<file path="config.mk">
export PLATFORM = sky130hd
export DESIGN_NAME = seq_detector_bcd
export DESIGN_NICKNAME = d
export VERILOG_FILES = /design/src/rtl/seq_detector_bcd.sv
export SDC_FILE = /design/constraint.sdc
export NUM_CORES = 1
export LEC_CHECK = 0
export CAP_MARGIN = 25
export CORE_AREA = 2 2 60 62
export DETAILED_ROUTE_END_ITERATION = 10
export DIE_AREA = 0 0 62 64
export PLACE_DENSITY_LB_ADDON = 0.1
export SKIP_LAST_GASP = 1
export SYNTH_ARGS = -nofsm -noshare
export SYNTH_HDL_FRONTEND = slang
export SYNTH_SLANG_ARGS = --single-unit
</file>
<file path="constraint.sdc">
create_clock -name clk -period 1.6 [get_ports clk]
set_clock_uncertainty 0.15 [all_clocks]
set_input_delay 0.32 -clock clk [delete_from_list [all_inputs] [get_ports clk]]
set_output_delay 0.32 -clock clk [all_outputs]
set_load 0.01 [all_outputs]
</file>
<file path="src/rtl/seq_detector_bcd.sv">
// seq_detector_bcd: serial detector for the pattern 01[0*]1.
// It has a run-time overlap mode and an optional limit on the zero gap.
// Each detection drives an N-digit BCD counter with a sticky overflow flag.
// Every counter digit has its own active-low 7-segment decode.
// Optional build macro SEQ_DET_REG_Z_EN: when defined, z is registered and goes
// high for one cycle after the sampling edge. When undefined, z is the
// combinational Mealy output.
module seq_detector_bcd #(
  parameter int unsigned DIGITS  = 2,
  parameter int unsigned MAX_GAP = 0
) (
  input  logic                  clk,
  input  logic                  rst,
  input  logic                  ena,
  input  logic                  sig_to_test,
  input  logic                  overlap,
  input  logic                  clr_count,
  output logic                  z,
  output logic [4*DIGITS-1:0]   count_bcd,
  output logic [7*DIGITS-1:0]   disp,
  output logic                  ovf
);

  typedef enum logic [1:0] {StStart, StGot0, StGot01, StGap} state_e;

  // In unlimited mode the gap counter is a don't-care, so one saturating bit suffices.
  localparam int unsigned GapW = (MAX_GAP < 2) ? 1 : $clog2(MAX_GAP + 1);
  localparam logic [GapW-1:0] GapLimit = GapW'(MAX_GAP);

  state_e              state_q, state_d;
  logic [GapW-1:0]     gap_q, gap_d;
  logic [4*DIGITS-1:0] count_q, count_inc;
  logic                ovf_q;
  logic                det;
  logic                carry;

  function automatic logic [6:0] seg7(input logic [3:0] d);
    case (d)
      4'd0:    seg7 = 7'b1000000;
      4'd1:    seg7 = 7'b1111001;
      4'd2:    seg7 = 7'b0100100;
      4'd3:    seg7 = 7'b0110000;
      4'd4:    seg7 = 7'b0011001;
      4'd5:    seg7 = 7'b0010010;
      4'd6:    seg7 = 7'b0000010;
      4'd7:    seg7 = 7'b1111000;
      4'd8:    seg7 = 7'b0000000;
      4'd9:    seg7 = 7'b0010000;
      default: seg7 = 7'b1111111;
    endcase
  endfunction

  // FSM and gap counter registers.
  always_ff @(posedge clk or posedge rst) begin
    if (rst) begin
      state_q <= StStart;
      gap_q   <= '0;
    end else begin
      state_q <= state_d;
      gap_q   <= gap_d;
    end
  end

  // Next-state logic and Mealy detect.
  always_comb begin
    state_d = state_q;
    gap_d   = gap_q;
    det     = ena & sig_to_test & ((state_q == StGot01) | (state_q == StGap));
    if (ena) begin
      case (state_q)
        StStart: if (!sig_to_test) state_d = StGot0;
        StGot0:  if (sig_to_test) state_d = StGot01;
        StGot01: begin
          if (sig_to_test) begin
            // Last two bits are "11": nothing reusable in either mode.
            state_d = StStart;
          end else begin
            state_d = StGap;
            gap_d   = GapW'(1);
          end
        end
        StGap: begin
          if (sig_to_test) begin
            state_d = overlap ? StGot01 : StStart;
            gap_d   = '0;
          end else if (MAX_GAP == 0) begin
            if (gap_q != '1) gap_d = gap_q + 1'b1;
          end else if (gap_q < GapLimit) begin
            gap_d = gap_q + 1'b1;
          end else begin
            // Gap too long: the trailing 0 can still begin a new match.
            state_d = StGot0;
            gap_d   = '0;
          end
        end
        default: begin
          state_d = StStart;
          gap_d   = '0;
        end
      endcase
    end
  end

  // BCD increment with ripple carry; a carry out of the top digit is an overflow.
  always_comb begin
    count_inc = count_q;
    carry     = 1'b1;
    for (int k = 0; k < DIGITS; k++) begin
      if (carry) begin
        if (count_q[4*k +: 4] == 4'd9) begin
          count_inc[4*k +: 4] = 4'd0;
        end else begin
          count_inc[4*k +: 4] = count_q[4*k +: 4] + 4'd1;
          carry               = 1'b0;
        end
      end
    end
  end

  // Detection counter and sticky overflow; clear wins over a coincident detection.
  always_ff @(posedge clk or posedge rst) begin
    if (rst) begin
      count_q <= '0;
      ovf_q   <= 1'b0;
    end else if (clr_count) begin
      count_q <= '0;
      ovf_q   <= 1'b0;
    end else if (det) begin
      count_q <= count_inc;
      if (carry) ovf_q <= 1'b1;
    end
  end

  // Per-digit 7-segment decode of the count.
  always_comb begin
    disp = '1;
    for (int k = 0; k < DIGITS; k++) begin
      disp[7*k +: 7] = seg7(count_q[4*k +: 4]);
    end
  end

`ifdef SEQ_DET_REG_Z_EN
  logic z_q;

  // Registered detect flag, high the cycle after the sampling edge.
  always_ff @(posedge clk or posedge rst) begin
    if (rst) z_q <= 1'b0;
    else     z_q <= det;
  end

  assign z = z_q;
`else
  assign z = det;
`endif

  assign count_bcd = count_q;
  assign ovf       = ovf_q;

endmodule

</file>
==> impl_metrics.toml, run 1 <==
[run_status]
outcome = "complete, but fails checks"
failed_checks = "negative setup slack"

[global_route]
groute.usage.overall_pct = 16.7
antenna_found_initial = 0
via_count_of_the_first_global_routing_pass = 1165
grt_start_max_net_pins = 12
grt-ovfl-total = 0
grt_pass1_wl_mm = 4.98

[floorplan]
die_w_um = 62
top_level_pins = 30
floorplan.rows = 21
core_area_sq_um = 3280
start_util_pct = 28.8
fp.dieH_um = 64
floorplan.die_area_sq_um = 3970

[critical_path]
cpPeakStageDelay_ns = 0.43
cp-start-kind = "flip-flop"
cp_slowest_cell = "sky130_fd_sc_hd__dfrtp_2"
worstPathRequired_ns = 1.13
timing.critical_path.arrival_ns = 1.51
cp_cell_sequence = "buf_6, ha_4, or2_4, a21oi_2, nor2_2, buf_2"
worstPathMaxFanout = 3
setup.worst_path.end_class = "output port"
regToRegStartpoint = "count_bcd[2]"
timing.setup.critical_path_class = "reg -> out"
startpoint = "count_bcd[0]"

[timing]
achievable-frequency_mhz = 504
finalHoldViolCount = 0
holdWs_ns = 0.196
tightestPinTransition_ns = 0.447
layout_setup_ws_ns = -0.383
setup_viol_count_final = 21
rsz0062_at_grt = "yes"
slew_headroom_pct = 70.2
finalWorstPathRequiredPeriod_ns = 1.98
fin_crit_sh_pct = 124
slew_violations = 0
setup_tns_ns = -4.44

[cts]
cts.hold.buffers_added = 0
clock_insertion_delay_worst_skew_ns = 0.27
largest_buffer_count_on_any_clock_path = 2
tritoncts_clock_tree = "done"
cts.sink_count = 11
cts-root-buf = "sky130_fd_sc_hd__clkbuf_4"
cts-buffers-inserted = 3
htreeDepth = 1
path_clk_slew_ns = 0.08

[logic_synthesis]
synthesis.area_per_instance_sq_um = 7.68
async_reset_ff_share_pct = 100
distinct_cell_type_count_after_synthesis = 30
synth_most_common_cell = "sky130_fd_sc_hd__o21ai_0"
post_synth_most_frequent_cells = "sky130_fd_sc_hd__o21ai_0 (15), sky130_fd_sc_hd__a21oi_1 (13), sky130_fd_sc_hd__inv_1 (12)"
postSynth.topFlopCell = "sky130_fd_sc_hd__dfrtp_1"
yosysWarningCount = 0
number_of_flops_mapped_to_enable_cells_by_yosys = 0
yosys.area.top_type_share_pct = 29.1
postSynthCellCount = 123
synth.net_count = 139
summed_instance_area_of_the_synthesized_netlist_sq_um = 945
sequential_element_share_of_the_synthesized_area_pct = 29.1
synth_area_leader_cell = "sky130_fd_sc_hd__dfrtp_1"
synth.area.top_cells = "sky130_fd_sc_hd__dfrtp_1 (29%), sky130_fd_sc_hd__ha_1 (13%), sky130_fd_sc_hd__o21ai_0 (7.9%), sky130_fd_sc_hd__a21oi_1 (6.9%), sky130_fd_sc_hd__inv_1 (4.8%)"
synth-seq-cells = 11

[route]
num_vias = 1143
drtPass1Iterations = 4
post_drt_via_cell_ratio = 4.61
post_route_antenna_net_violation_count = 0
detail_route.drc_violations = 0
routed_wl_mm = 3.04
drt_iter0_markers = 26
post_drt_wl_per_cell_um = 12.3

[placed_design]
gpl_wtd_cong = 0.824
placed_area_sq_um = 1570
port_buffers = 29
dpl.hpwl_mm = 2.17

[power_and_ir_drop]
p_per_area_nw_per_um2 = 343
vdd_ir_drop_max_mv = 0.417
static-leakage-power_nw = 0.872

[job]
maxCapViolCount = 0

[finish]
diodes = 0
synthToLayoutAreaGrowth_pct = 97.9
drive_above_1_share_pct = 61.4
finish.instance_area_sq_um = 1870
design.final.nets = 219

[worst_hold_path]
hold_path_class = "in -> async"
[flip-flops by register name, indices dropped and copies added (netlist names)]
register,cells
ovf,1
count_bcd,8
state_q,2
[cells in the final DEF, fill, tap and decap left out, types with 5 or more instances in the layout]
master and instances:
sky130_fd_sc_hd__o21ai_2 5, sky130_fd_sc_hd__o21ai_0 7, sky130_fd_sc_hd__nand2_1 8, sky130_fd_sc_hd__buf_4 39, sky130_fd_sc_hd__ha_4 7, sky130_fd_sc_hd__buf_6 12, sky130_fd_sc_hd__nor2_1 6, sky130_fd_sc_hd__a21oi_2 5
sky130_fd_sc_hd__buf_2 19, sky130_fd_sc_hd__inv_1 7, sky130_fd_sc_hd__dfrtp_2 7, sky130_fd_sc_hd__a21oi_1 7
[worst max-delay path, delay by kind of cell (launching register included)]
family,cells,cell delay [ns]
DFF,1,0.43
and+or+nand+nor,2,0.28
AOI/OAI and AO/OA,1,0.13
adders and majority gates,1,0.15
buffers and inverters,2,0.26
[through the flow]
stage	power [mW]	worst slack [ns]	cells	util, %
after floorplan	0.361	0.00241	123	-
after global placement	0.440	-0.459	228	47.9
after detailed placement	0.440	-0.463	228	47.9
after CTS	0.644	-0.382	246	53.9
after global routing	0.680	-0.444	248	56.9
final	0.641	-0.383	248	56.9
[layout make-up]
class                      instances  area, sq um
fill                             318         1420
multi-input combinational         95          822
timing repair buffer              80          622
clock buffer                       4         26.3
inverter                          12         57.6
tap                               46         57.6
sequential                        11          284
[layer usage]
layer / share of wire [%] / GRT usage, % / wire, um
met2: 57 / 32.0 / 1750
met5: 0 / 0 / 0
met4: 1.4 / 5.59 / 44
met1: 38 / 17.8 / 1160
met3: 2.9 / 1.82 / 88
[kinds of logic (layout without fill, tap and decap cells)]
kind of cell	count (synthesis)	count (layout)	synth area share, %
buffers and inverters	17	96	8.34
AO/OA/AOI/OAI	36	36	22.0
XOR/XNOR	1	1	0.927
flip-flops	11	11	29.1
AND/OR/NAND/NOR	48	48	26.4
adder cells (fa/ha/maj)	10	10	13.2
[where the power goes]
part	switching (mW)	internal (mW)	leakage, nW	total (mW)
logic	0.0735	0.0794	0.720	0.153
clock network	0.0987	0.0964	0.0150	0.195
registers	0.00650	0.287	0.137	0.293
[what timing repair did]
item	in CTS	in global routing
endpoints found under the setup margin	31	28
buffers inserted	14	3
pin swaps	14	11
gates resized for setup	124	29
[path summary, 6_finish.rpt]
check,end,slack (ns),cells after the start
max,disp[3],-0.38,6
min,ovf,0.20,2
max reg2reg,count_bcd[7],-0.18,5
min reg2reg,state_q[0],0.35,2
max in group asynchronous,count_bcd[6],0.77,2
min in group clk,state_q[0],0.29,4
Power figures use the tool's default switching activity.
==> run 2, diff against run 1 <==
--- a/config.mk
+++ b/config.mk
@@ -9,6 +9,7 @@
 export CORE_AREA = 2 2 60 62
 export DETAILED_ROUTE_END_ITERATION = 10
 export DIE_AREA = 0 0 62 64
+export DONT_BUFFER_PORTS = 1
 export PLACE_DENSITY_LB_ADDON = 0.1
 export SKIP_LAST_GASP = 1
 export SYNTH_ARGS = -nofsm -noshare
==> impl_metrics.toml, run 2 (synthesis results as in run 1) <==
[run_status]
outcome = "complete, but fails checks"
failed_checks = "negative setup slack"

[critical_path]
timing.setup.critical_path_class = "reg -> out"
timing.critical_path.arrival_ns = 1.36
reg2reg_setup_slack_ns = -0.10
worstPathMaxFanout = 4
setup.worst_path.end_class = "output port"
worstPathRequired_ns = 1.13
cp-start-kind = "flip-flop"

[timing]
setup_tns_ns = -2.59
rsz0062_at_grt = "yes"
slew_violations = 0
slew_headroom_pct = 68.0
setup_viol_count_final = 19
layout_setup_ws_ns = -0.234
tightestPinTransition_ns = 0.479
finalHoldViolCount = 0
finalWorstPathRequiredPeriod_ns = 1.83
achievable-frequency_mhz = 545
fin_crit_sh_pct = 115

[route]
post_drt_via_cell_ratio = 4.88
detail_route.drc_violations = 0
drt_iter0_markers = 10
post_drt_wl_per_cell_um = 13.1
num_vias = 1016
drtPass1Iterations = 4
post_route_antenna_net_violation_count = 0
routed_wl_mm = 2.72

[finish]
finish.instance_area_sq_um = 1700
drive_above_1_share_pct = 64.8
final_cell_mix = "sky130_fd_sc_hd__buf_4 (29), sky130_fd_sc_hd__ha_4 (8), sky130_fd_sc_hd__buf_6 (8)"
diodes = 0
mostFrequentLayoutCell = "sky130_fd_sc_hd__buf_4"
synthToLayoutAreaGrowth_pct = 79.7
largest_register_ffs = 8
design.final.nets = 179

[floorplan]
floorplan.rows = 21
start_util_pct = 28.8
fp.dieH_um = 64
core_area_sq_um = 3280
floorplan.die_area_sq_um = 3970
top_level_pins = 30
die_w_um = 62

[power_and_ir_drop]
clock_power_share_pct = 31.5
p_total_mw = 0.594
netSwitchingFraction_pct = 27.6
power_switching_mw = 0.164
vdd_ir_drop_max_mv = 0.208
power.combinational.fraction_pct = 18.0
cellInternalPower_mw = 0.430
static-leakage-power_nw = 0.666
seq_power_share_pct = 50.5
p_per_area_nw_per_um2 = 350

[cts]
largest_buffer_count_on_any_clock_path = 2
cts-root-buf = "sky130_fd_sc_hd__clkbuf_4"
cts.sink_count = 11
htreeDepth = 1
path_clk_slew_ns = 0.07
cts-buffers-inserted = 3
clock_insertion_delay_worst_skew_ns = 0.26
tritoncts_clock_tree = "done"

[placed_design]
dp_worst_setup_slack_ns = -0.0296
gpl_wtd_cong = 0.742
placed_area_sq_um = 1240
dpl.hpwl_mm = 1.99
port_buffers = 0

[job]
maxCapViolCount = 0

[global_route]
grt_start_max_net_pins = 14
groute.usage.overall_pct = 14.2
grt_pass1_wl_mm = 4.29
antenna_found_initial = 0
grt-ovfl-total = 0
via_count_of_the_first_global_routing_pass = 992

[worst_hold_path]
hold_path_class = "in -> reg"
==> run 2: cell types whose count changed in the layout (fill, tap and decap cells not counted), moves of 3 or more <==
cell	previous run	this run
sky130_fd_sc_hd__a21oi_1	7	4
sky130_fd_sc_hd__clkdlybuf4s15_1	3	0
sky130_fd_sc_hd__buf_2	19	0
sky130_fd_sc_hd__buf_6	12	8
sky130_fd_sc_hd__o21ai_1	4	1
sky130_fd_sc_hd__buf_4	39	29
sky130_fd_sc_hd__clkdlybuf4s50_1	3	0
==> run 2: worst paths after layout <==
path	from	end	cells after the start
max in group asynchronous	rst	count_bcd[5]	2
min reg2reg	state_q[0]	state_q[0]	2
max reg2reg	count_bcd[1]	count_bcd[7]	6
min in group asynchronous	rst	ovf	2
min	ena	state_q[0]	2
max	count_bcd[4]	disp[7]	4
==> run 2: per-layer routing <==
metal	vias up	global-route usage (%)	part of all wire, %
met5	-	0	0
met4	0	3.99	0.66
met3	2	2.83	3.6
met2	18	25.8	53
met1	489	16.1	42
li1	507	-	-
==> run 2: final cells by class <==
type / instances / area (sq um)
sequential: 11 / 283
inverter: 12 / 55.1
fill: 303 / 1590
tap: 46 / 57.6
multi-input combinational: 95 / 928
timing repair buffer: 40 / 348
clock buffer: 4 / 26.3
==> run 2: power groups by stage <==
stage	Clock, mW	Sequential [mW]	Combinational [mW]
floorplan	0	0.304	0.0570
global placement	0	0.305	0.0785
detailed placement	0	0.305	0.0785
CTS	0.199	0.301	0.104
global route	0.213	0.302	0.120
finish	0.187	0.300	0.107
==> run 2: worst max-delay path, cell delays in order, from the launching register on <==
cell and delay, ns:
sky130_fd_sc_hd__dfrtp_2 0.46, sky130_fd_sc_hd__ha_4 0.18, sky130_fd_sc_hd__or2_4 0.23, sky130_fd_sc_hd__a21oi_4 0.15, sky130_fd_sc_hd__nor2_2 0.08
==> run 2: metrics by stage <==
stage | utilization [%] | hold WS (ns) | cells
floorplan | - | 0.0222 | 123
global placement | 37.7 | 0.0984 | 193
detailed placement | 37.7 | 0.0968 | 193
CTS | 47.7 | 0.0467 | 206
global route | 51.7 | 0.0613 | 208
finish | 51.7 | 0.0494 | 208
==> run 2: timing repair <==
action / in CTS / in global routing
endpoints found under the hold margin: 18 / 0
setup buffers: 7 / 3
endpoints found under the setup margin: 18 / 22
hold buffers: 2 / 0
pin swaps: 12 / 18
gates resized for setup: 60 / 24
==> run 3, diff against run 2 <==
==> constraint.sdc (replaced) <==
create_clock -name clk -period 2.1 [get_ports clk]
set_clock_uncertainty 0.15 [all_clocks]
set_input_delay 0.42 -clock clk [delete_from_list [all_inputs] [get_ports clk]]
set_output_delay 0.42 -clock clk [all_outputs]
set_load 0.01 [all_outputs]
==> impl_metrics.toml, run 3 (synthesis results as in run 1) <==
[finish]
largest_register_ffs = 8
utilization_pct = 33.5
diodes = 0
design.final.nets = 148
drive_above_1_share_pct = 22.1
final_cell_mix = "sky130_fd_sc_hd__o21ai_0 (13), sky130_fd_sc_hd__inv_1 (10), sky130_fd_sc_hd__nand2_1 (10), sky130_fd_sc_hd__nor2_1 (9), sky130_fd_sc_hd__ha_1 (9)"
mostFrequentLayoutCell = "sky130_fd_sc_hd__o21ai_0"
synthToLayoutAreaGrowth_pct = 16.4

[placed_design]
gpl_wtd_cong = 0.762
dp_worst_setup_slack_ns = 0.237
port_buffers = 0
dpl.hpwl_mm = 1.73

[route]
num_vias = 869
detail_route.drc_violations = 0
post_drt_via_cell_ratio = 4.91
drt_iter0_markers = 22
post_drt_wl_per_cell_um = 12.7
routed_wl_mm = 2.25
post_route_antenna_net_violation_count = 0
drtPass1Iterations = 4

[timing]
rsz0062_at_grt = "yes"
setup_viol_count_final = 0
finalHoldViolCount = 0
slew_headroom_pct = 67.7
finalWorstPathRequiredPeriod_ns = 2.04
slew_violations = 0
fin_crit_sh_pct = 97.3
layout_setup_ws_ns = 0.0576
achievable-frequency_mhz = 490
tightestPinTransition_ns = 0.484

[power_and_ir_drop]
vdd_ir_drop_max_mv = 0.375
static-leakage-power_nw = 0.454
p_total_mw = 0.426
p_per_area_nw_per_um2 = 387

[cts]
cts-buffers-inserted = 3
clock_insertion_delay_worst_skew_ns = 0.27
path_clk_slew_ns = 0.07
largest_buffer_count_on_any_clock_path = 2
cts.sink_count = 11
cts-root-buf = "sky130_fd_sc_hd__clkbuf_4"
htreeDepth = 1
tritoncts_clock_tree = "done"

[global_route]
antenna_found_initial = 0
grt_pass1_wl_mm = 3.97
grt-ovfl-total = 0
via_count_of_the_first_global_routing_pass = 858
groute.usage.overall_pct = 13.1
grt_start_max_net_pins = 20

[critical_path]
setup.worst_path.end_class = "output port"
timing.critical_path.arrival_ns = 1.47
reg2reg_setup_slack_ns = 0.40
cp_slowest_cell = "sky130_fd_sc_hd__dfrtp_2"
worstPathRequired_ns = 1.53
cp-start-kind = "flip-flop"
worstPathMaxFanout = 6
timing.setup.critical_path_class = "reg -> out"
cp_cell_sequence = "ha_1, or2_2, a21oi_2, a31oi_1"
cpPeakStageDelay_ns = 0.44

[floorplan]
core_area_sq_um = 3280
die_w_um = 62
top_level_pins = 30
floorplan.die_area_sq_um = 3970
floorplan.rows = 21
start_util_pct = 28.8
fp.dieH_um = 64

[worst_hold_path]
hold_path_class = "in -> reg"

[job]
maxCapViolCount = 0

[run_status]
outcome = "completed"
run 3: changes by cell type in the layout (fill, tap and decap cells not counted), moves of 4 or more:
cell / change
sky130_fd_sc_hd__a21oi_1: +4
sky130_fd_sc_hd__buf_4: -21
sky130_fd_sc_hd__buf_6: -8
sky130_fd_sc_hd__ha_1: +8
sky130_fd_sc_hd__ha_4: -8
sky130_fd_sc_hd__inv_4: -4
sky130_fd_sc_hd__nand2b_1: +6
sky130_fd_sc_hd__nand2b_4: -6
sky130_fd_sc_hd__nor2_1: +5
sky130_fd_sc_hd__o21ai_0: +7
sky130_fd_sc_hd__o21ai_2: -7
run 3: final timing paths:
path                                      to  depth (start not counted)    startpoint
min in group asynchronous                ovf                          2           rst
worst max-delay path                disp[10]                          4  count_bcd[4]
worst max register to register  count_bcd[7]                          3  count_bcd[6]
max in group asynchronous       count_bcd[4]                          2           rst
worst min register to register    state_q[0]                          2    state_q[0]
worst min-delay path            count_bcd[2]                          1     clr_count
run 3: area by class of cell:
class                   count  area [sq um]
clock buffers               4          26.3
fillers                   357          2180
inverters                  12          45.0
multi-input cells          95           622
flip-flops and latches     11           279
well taps                  46          57.6
repair buffers              9          70.1
run 3: timing repair:
| item | CTS | global route |
|---|---|---|
| pin swaps | 0 | 4 |
| setup buffers | 2 | 1 |
| hold endpoints to repair | 11 | 0 |
| hold buffers | 1 | 0 |
| gates resized for setup | 1 | 15 |
| setup endpoints to repair | 4 | 9 |
run 3: through the flow:
step                      instance area (sq um)  hold slack, ns  TNS (ns)  instances
final                                      1100          0.0518         0        177
after CTS                                  1060          0.0461         0        176
after floorplan                             945           0.122         0        123
after global placement                     1010           0.188         0        169
after detailed placement                   1010           0.194         0        169
after global routing                       1100          0.0283   -0.0878        177
run 3: report_power, final:
| group | leakage, nW | internal, mW | switching (mW) |
|---|---|---|---|
| combinational | 0.295 | 0.0202 | 0.0338 |
| clock | 0.0150 | 0.0735 | 0.0723 |
| sequential | 0.144 | 0.219 | 0.00772 |
run 3: worst max-delay path, delay by kind of cell (launching register included):
kind | cells | cell delay (ns)
fa+ha+maj | 1 | 0.22
flops | 1 | 0.44
simple gates | 1 | 0.28
compound gates | 2 | 0.26
run 3: metal layers:
layer	wire (um)	global-route usage (%)	share of wire, %	up-vias
li1	-	-	-	443
met1	1080	17.5	48	407
met2	1030	20.3	46	19
met3	136	5.06	6.0	0
met4	0	1.60	0	0
met5	0	0	0	-
